[src/rtl/hazard_pkg.sv]
// Shared types and encodings for the pipeline hazard controller.
package hazard_pkg;

    typedef enum logic {
        RUN     = 1'b0,
        MEMWAIT = 1'b1
    } state_t;

    localparam logic [1:0] FWD_RF = 2'b00;
    localparam logic [1:0] FWD_W  = 2'b01;
    localparam logic [1:0] FWD_M  = 2'b10;

endpackage

[src/rtl/forward_unit.sv]
// ALU operand forwarding select for one Execute-stage source register.
module forward_unit
    import hazard_pkg::*;
(
    input  logic [4:0] i_rs,
    input  logic       i_reg_write_m,
    input  logic [4:0] i_rd_m,
    input  logic       i_reg_write_w,
    input  logic [4:0] i_rd_w,
    output logic [1:0] o_forward
);

    logic w_hit_m;
    logic w_hit_w;

    assign w_hit_m = i_reg_write_m && (i_rd_m != 5'd0) && (i_rd_m == i_rs);
    assign w_hit_w = i_reg_write_w && (i_rd_w != 5'd0) && (i_rd_w == i_rs);

    // Memory stage holds the youngest result, so it wins over Writeback.
    always_comb begin
        o_forward = FWD_RF;
        if (w_hit_m) begin
            o_forward = FWD_M;
        end else if (w_hit_w) begin
            o_forward = FWD_W;
        end
    end

endmodule

[src/rtl/hazard_controller.sv]
// Pipeline hazard unit: forwarding, load-use/branch/memory-wait stalls and flushes,
// memory-wait timeout detection and saturating performance counters.
module hazard_controller
    import hazard_pkg::*;
#(
    parameter int unsigned TIMEOUT = 255,
    parameter int unsigned CNT_W   = 16
) (
    input  logic             clk,
    input  logic             rst,
    input  logic [4:0]       Rs1D,
    input  logic [4:0]       Rs2D,
    input  logic [4:0]       Rs1E,
    input  logic [4:0]       Rs2E,
    input  logic [4:0]       RdE,
    input  logic             LoadE,
    input  logic             RegWriteM,
    input  logic [4:0]       RdM,
    input  logic             RegWriteW,
    input  logic [4:0]       RdW,
    input  logic             PCSrcE,
    input  logic             MemReqM,
    input  logic             MemReadyM,
    input  logic             CntClr,
    output logic             StallF,
    output logic             StallD,
    output logic             StallE,
    output logic             StallM,
    output logic             FlushD,
    output logic             FlushE,
    output logic             FlushW,
    output logic [1:0]       ForwardAE,
    output logic [1:0]       ForwardBE,
    output logic             MemTimeout,
    output logic [CNT_W-1:0] StallCycles,
    output logic [CNT_W-1:0] FlushCount
);

    localparam int unsigned       WAIT_W    = (TIMEOUT > 1) ? $clog2(TIMEOUT) : 1;
    localparam logic [WAIT_W-1:0] WAIT_LAST = WAIT_W'(TIMEOUT - 1);

    state_t            r_state;
    state_t            w_state_next;
    logic [WAIT_W-1:0] r_wait_cnt;
    logic              r_timeout;
    logic [CNT_W-1:0]  r_stall_cycles;
    logic [CNT_W-1:0]  r_flush_count;
    logic              w_timeout_hit;
    logic              w_mem_stall;
    logic              w_lw_stall;

    forward_unit u_fwd_a (
        .i_rs          (Rs1E),
        .i_reg_write_m (RegWriteM),
        .i_rd_m        (RdM),
        .i_reg_write_w (RegWriteW),
        .i_rd_w        (RdW),
        .o_forward     (ForwardAE)
    );

    forward_unit u_fwd_b (
        .i_rs          (Rs2E),
        .i_reg_write_m (RegWriteM),
        .i_rd_m        (RdM),
        .i_reg_write_w (RegWriteW),
        .i_rd_w        (RdW),
        .o_forward     (ForwardBE)
    );

    assign w_lw_stall = LoadE && (RdE != 5'd0) && ((RdE == Rs1D) || (RdE == Rs2D));

    always_ff @(posedge clk or posedge rst) begin
        if (rst) begin
            r_state <= RUN;
        end else begin
            r_state <= w_state_next;
        end
    end

    always_comb begin
        w_state_next  = r_state;
        w_timeout_hit = 1'b0;
        w_mem_stall   = 1'b0;
        StallF        = 1'b0;
        StallD        = 1'b0;
        StallE        = 1'b0;
        StallM        = 1'b0;
        FlushD        = 1'b0;
        FlushE        = 1'b0;
        FlushW        = 1'b0;

        case (r_state)
            RUN: begin
                w_mem_stall = MemReqM && !MemReadyM;
                if (MemReqM && !MemReadyM) begin
                    w_state_next = MEMWAIT;
                end
            end
            MEMWAIT: begin
                w_mem_stall = !MemReadyM;
                if (MemReadyM) begin
                    w_state_next = RUN;
                end else if (r_wait_cnt == WAIT_LAST) begin
                    w_state_next  = RUN;
                    w_timeout_hit = 1'b1;
                end
            end
            default: w_state_next = RUN;
        endcase

        // A taken branch is not flushed during a memory stall; the frozen Execute stage re-presents it.
        if (w_mem_stall) begin
            StallF = 1'b1;
            StallD = 1'b1;
            StallE = 1'b1;
            StallM = 1'b1;
            FlushW = 1'b1;
        end else if (PCSrcE) begin
            FlushD = 1'b1;
            FlushE = 1'b1;
        end else if (w_lw_stall) begin
            StallF = 1'b1;
            StallD = 1'b1;
            FlushE = 1'b1;
        end
    end

    always_ff @(posedge clk or posedge rst) begin
        if (rst) begin
            r_wait_cnt <= '0;
            r_timeout  <= 1'b0;
        end else begin
            if ((r_state == MEMWAIT) && (w_state_next == MEMWAIT)) begin
                r_wait_cnt <= r_wait_cnt + WAIT_W'(1);
            end else begin
                r_wait_cnt <= '0;
            end
            if (w_timeout_hit) begin
                r_timeout <= 1'b1;
            end
        end
    end

    always_ff @(posedge clk or posedge rst) begin
        if (rst) begin
            r_stall_cycles <= '0;
            r_flush_count  <= '0;
        end else if (CntClr) begin
            r_stall_cycles <= '0;
            r_flush_count  <= '0;
        end else begin
            if (StallF && (r_stall_cycles != '1)) begin
                r_stall_cycles <= r_stall_cycles + CNT_W'(1);
            end
            if (FlushD && (r_flush_count != '1)) begin
                r_flush_count <= r_flush_count + CNT_W'(1);
            end
        end
    end

    assign MemTimeout  = r_timeout;
    assign StallCycles = r_stall_cycles;
    assign FlushCount  = r_flush_count;

endmodule
[config.mk]
export PLATFORM = sky130hd
export DESIGN_NAME = hazard_controller
export DESIGN_NICKNAME = d
export VERILOG_FILES = /design/src/rtl/hazard_pkg.sv /design/src/rtl/forward_unit.sv /design/src/rtl/hazard_controller.sv
export SDC_FILE = /design/constraint.sdc
export NUM_CORES = 1
export LEC_CHECK = 0
export CAP_MARGIN = 10
export CELL_PAD_IN_SITES_DETAIL_PLACEMENT = 0
export CELL_PAD_IN_SITES_GLOBAL_PLACEMENT = 1
export CORE_ASPECT_RATIO = 0.8
export CORE_MARGIN = 5
export CORE_UTILIZATION = 37
export CTS_BUF_LIST = sky130_fd_sc_hd__clkbuf_4
export DETAILED_ROUTE_END_ITERATION = 12
export GPL_TIMING_DRIVEN = 0
export PLACE_DENSITY_LB_ADDON = 0.1
export RECOVER_POWER = 25
export SYNTH_ARGS = -nofsm -noshare
export SYNTH_HDL_FRONTEND = slang
export SYNTH_SLANG_ARGS = --single-unit
[constraint.sdc]
create_clock -name clk -period 4.44 [get_ports clk]
set_input_delay 0.666 -clock clk [delete_from_list [all_inputs] [get_ports clk]]
set_output_delay 0.666 -clock clk [all_outputs]
set_load 0.1 [all_outputs]
==> flow_summary_export.csv <==
group,metric,value,unit
timing,final-hold-violation-count,0,
pwr,p_comb_frac,0.244,
finish,fillers,646,
worst_hold_path,min_from,"MemTimeout$_DFFE_PP0P_",
pwr,vdd_drop_max,0.000162,V
timing,period_minus_slack,4.16,ns
synth,ys_warn_count,0,
finish,drive_gt1_frac,0.0688,
outcome,violations,"capacitance limit, slew limit",
timing,finalSetupViolCount,0,
outcome,status,"complete, but fails checks",
setup_path,setup.worst_path.end_class,"primary output",
route,viasPerCell,4.97,
setup_path,cp_slowest_cell,"clkdlybuf4s50_1",
clock_network,postCtsSetupBuffers,0,
clock_network,clk_pin_slew,0.12,ns
place,port_buffers,86,
timing,fmax,241,MHz
synth,netlist_instances,283,
timing,rsz0062_at_grt,"false",
timing,fin_crit_sh,0.936,
global_routing,grt_pass1_wl,11300,um
synth,seq_area_frac_synth,0.411,
timing,setup_tns,0,ns
setup_path,path_cells,"clkdlybuf4s50_1 > or4_1 > o21ai_0 > nor4_1 > nor4_2 > clkdlybuf4s50_1",
place,dp_hpwl,5200,um
setup_path,cp_max_fo,3,
floorplan,fp.dieW,103,um
setup_path,r2r-start,"StallCycles[0]$_DFFE_PP0P_",
route,dr.pass1.iters,4,
finish,layout_common_cells,"clkdlybuf4s50_1, dfrtp_1, xor2_1",
setup_path,path_common_cell,"clkdlybuf4s50_1",
clock_network,cts_hold_buf,0,
place,place_ws,0.283,ns
route,vias,2312,
finish,antenna_cells,0,
clock_network,cts_resized,0,
global_routing,antenna_found_initial,0,
place,place.gp.congestion,0.784,
pwr,p_leak,1.44,nW
floorplan,core-area,0.00679,mm^2
synth,synth.avg_cell_area,9.04,um^2
route,postRouteAntennaNets,0,
setup_path,cp_data_arrival_time,3.49,ns
route,first_iter_violations,72,
clock_network,clkLatencyLatePin,0.35,ns
synth,synth-seq-cells,42,
clock_network,cts_buffers,5,
clock_network,cts_tree,"yes",
pwr,p_per_area,236,mW/mm^2
finish,layout.nets,425,
setup_path,r2r_slack,2.13,ns
clock_network,clk_path_buf_depth,2,
route,routed_wl,6800,um
timing,clock_skew,0.0133,ns
global_routing,grt_max_degree,38,
setup_path,crit_start,"RdM[0]",
global_routing,overflow,0,
route,wire_per_inst,14.6,um
clock_network,cts_max_level,2,
timing,slew_viol_final,38,
synth,syn_area,0.00256,mm^2
timing,setup_ws,0.283,ns
floorplan,die_h,84.4,um
clock_network,clock-sinks,42,
timing,maxSlewHeadroom,-0.343,
finish,multi_input_area,0.00140,mm^2
pwr,p_clk_frac,0.298,
route,post-route-drc-count,0,
finish,regArea,0.00105,mm^2
setup_path,critPathLaunchType,"input port",
floorplan,ios,88,
floorplan,row_count,27,
synth,ys_types,38,
floorplan,fp.dieArea,0.00869,mm^2
setup_path,cp_data_required_time,3.77,ns
global_routing,track_usage,0.160,
pwr,p_sw_frac,0.302,
synth,syn_nets,331,
finish,area_growth,41.8,%
pwr,intPower,0.599,mW
floorplan,initial_core_util,0.377,
worst_hold_path,hold_path_class,"flip-flop to flip-flop",
global_routing,grt_pass1_vias,2275,
flow_run,drv_cap,1,
pwr,p_sw,0.259,mW
finish,final_common_cell,"clkdlybuf4s50_1",
setup_path,cp_slowest_stage_delay,1.18,ns
timing,worst_slew_pin_slew,2.01,ns
setup_path,worstSetupPathType,"input port to primary output",
clock_network,clockRootBuffer,"clkbuf_4",
pwr,seqPwrFrac,0.458,
==> logic make-up after synthesis <==
logic type / Yosys count / synth area share
DFF: 42 / 0.411
buffers and inverters: 23 / 0.0479
muxes: 4 / 0.0176
AOI/OAI and AO/OA: 41 / 0.0949
adders and majority gates: 4 / 0.0196
xor gates and xnor gates: 49 / 0.168
and+or+nand+nor: 120 / 0.242
==> critical path, delay by kind of cell <==
kind | cells | cell delay [ns]
and+or+nand+nor | 3 | 0.96
buffers and inverters | 2 | 1.65
AOI/OAI and AO/OA | 1 | 0.23
==> power groups by stage <==
stage	Sequential, mW	Combinational (mW)	Clock [mW]
4_1_cts	0.393	0.214	0.265
5_1_grt	0.394	0.224	0.282
3_5_place_dp	0.400	0.213	0
3_3_place_gp	0.400	0.210	0
2_1_floorplan	0.425	0.105	0
6_report	0.393	0.209	0.256
==> per-stage QoR <==
step | area (um^2) | hold WS, ns | total power, mW | std cells | utilization
after floorplan | 2570 | 0.458 | 0.530 | 283 | -
after global placement | 3540 | 0.463 | 0.610 | 456 | 0.521
after detailed placement | 3560 | 0.454 | 0.613 | 457 | 0.524
after CTS | 3640 | 0.483 | 0.872 | 465 | 0.537
after global routing | 3630 | 0.500 | 0.900 | 465 | 0.534
final | 3630 | 0.479 | 0.858 | 465 | 0.534
==> layer usage <==
layer / up-vias / share of wire / GRT usage / wire, um
li1: 1175 / - / - / -
met2: 64 / 0.43 / 0.238 / 2890
met5: - / 0 / 0 / 0
met4: 0 / 0.0068 / 0.0353 / 46
met1: 1068 / 0.49 / 0.237 / 3340
met3: 5 / 0.076 / 0.0374 / 517
==> synthesized netlist by cell type, drive strengths merged <==
master,count,area [um^2]
a21oi,17,88.8
a311oi,1,15.0
a31o,1,8.76
a31oi,2,12.5
and2,1,6.26
and3,8,50.1
and4,1,8.76
buf,10,73.8
clkbuf,4,15.0
dfrtp,42,1050
ha,4,50.1
inv,9,33.8
mux2,1,15.0
mux2i,3,30.0
nand2,17,63.8
nand2b,2,12.5
nand3,24,125
nand4,3,18.8
nand4b,1,8.76
nor2,30,113
nor3,7,35.0
nor4,5,31.3
o21ai,14,73.8
o21bai,1,7.51
o22ai,1,6.26
o31ai,4,30.0
or3,11,68.8
or3b,1,8.76
or4,9,67.6
xnor2,18,158
xor2,31,272
==> area by class of cell <==
class	instances	area share
Multi-Input combinational cell	218	0.385
Sequential cell	42	0.290
Timing Repair Buffer	87	0.238
Tap cell	87	0.0300
Buffer	14	0.0245
Clock buffer	7	0.0145
Inverter	9	0.00931
Clock inverter	1	0.00828
==> registers in the layout, summed over array words and instances, names as in the netlist <==
| register | cells |
|---|---|
| StallCycles | 16 |
| r_wait_cnt | 8 |
| MemTimeout | 1 |
| FlushCount | 16 |
| r_state | 1 |
==> final timing paths <==
path	end	depth (start not counted)
setup / recovery	ForwardAE[0]	6
hold / removal	MemTimeout$_DFFE_PP0P_	1
setup reg to reg	StallCycles[1]$_DFFE_PP0P_	9
hold reg to reg	MemTimeout$_DFFE_PP0P_	1
max in group asynchronous	StallCycles[9]$_DFFE_PP0P_	3
min in group asynchronous	r_wait_cnt[7]$_DFF_PP0_	2
Note: power is estimated with default switching activity, not from simulation.
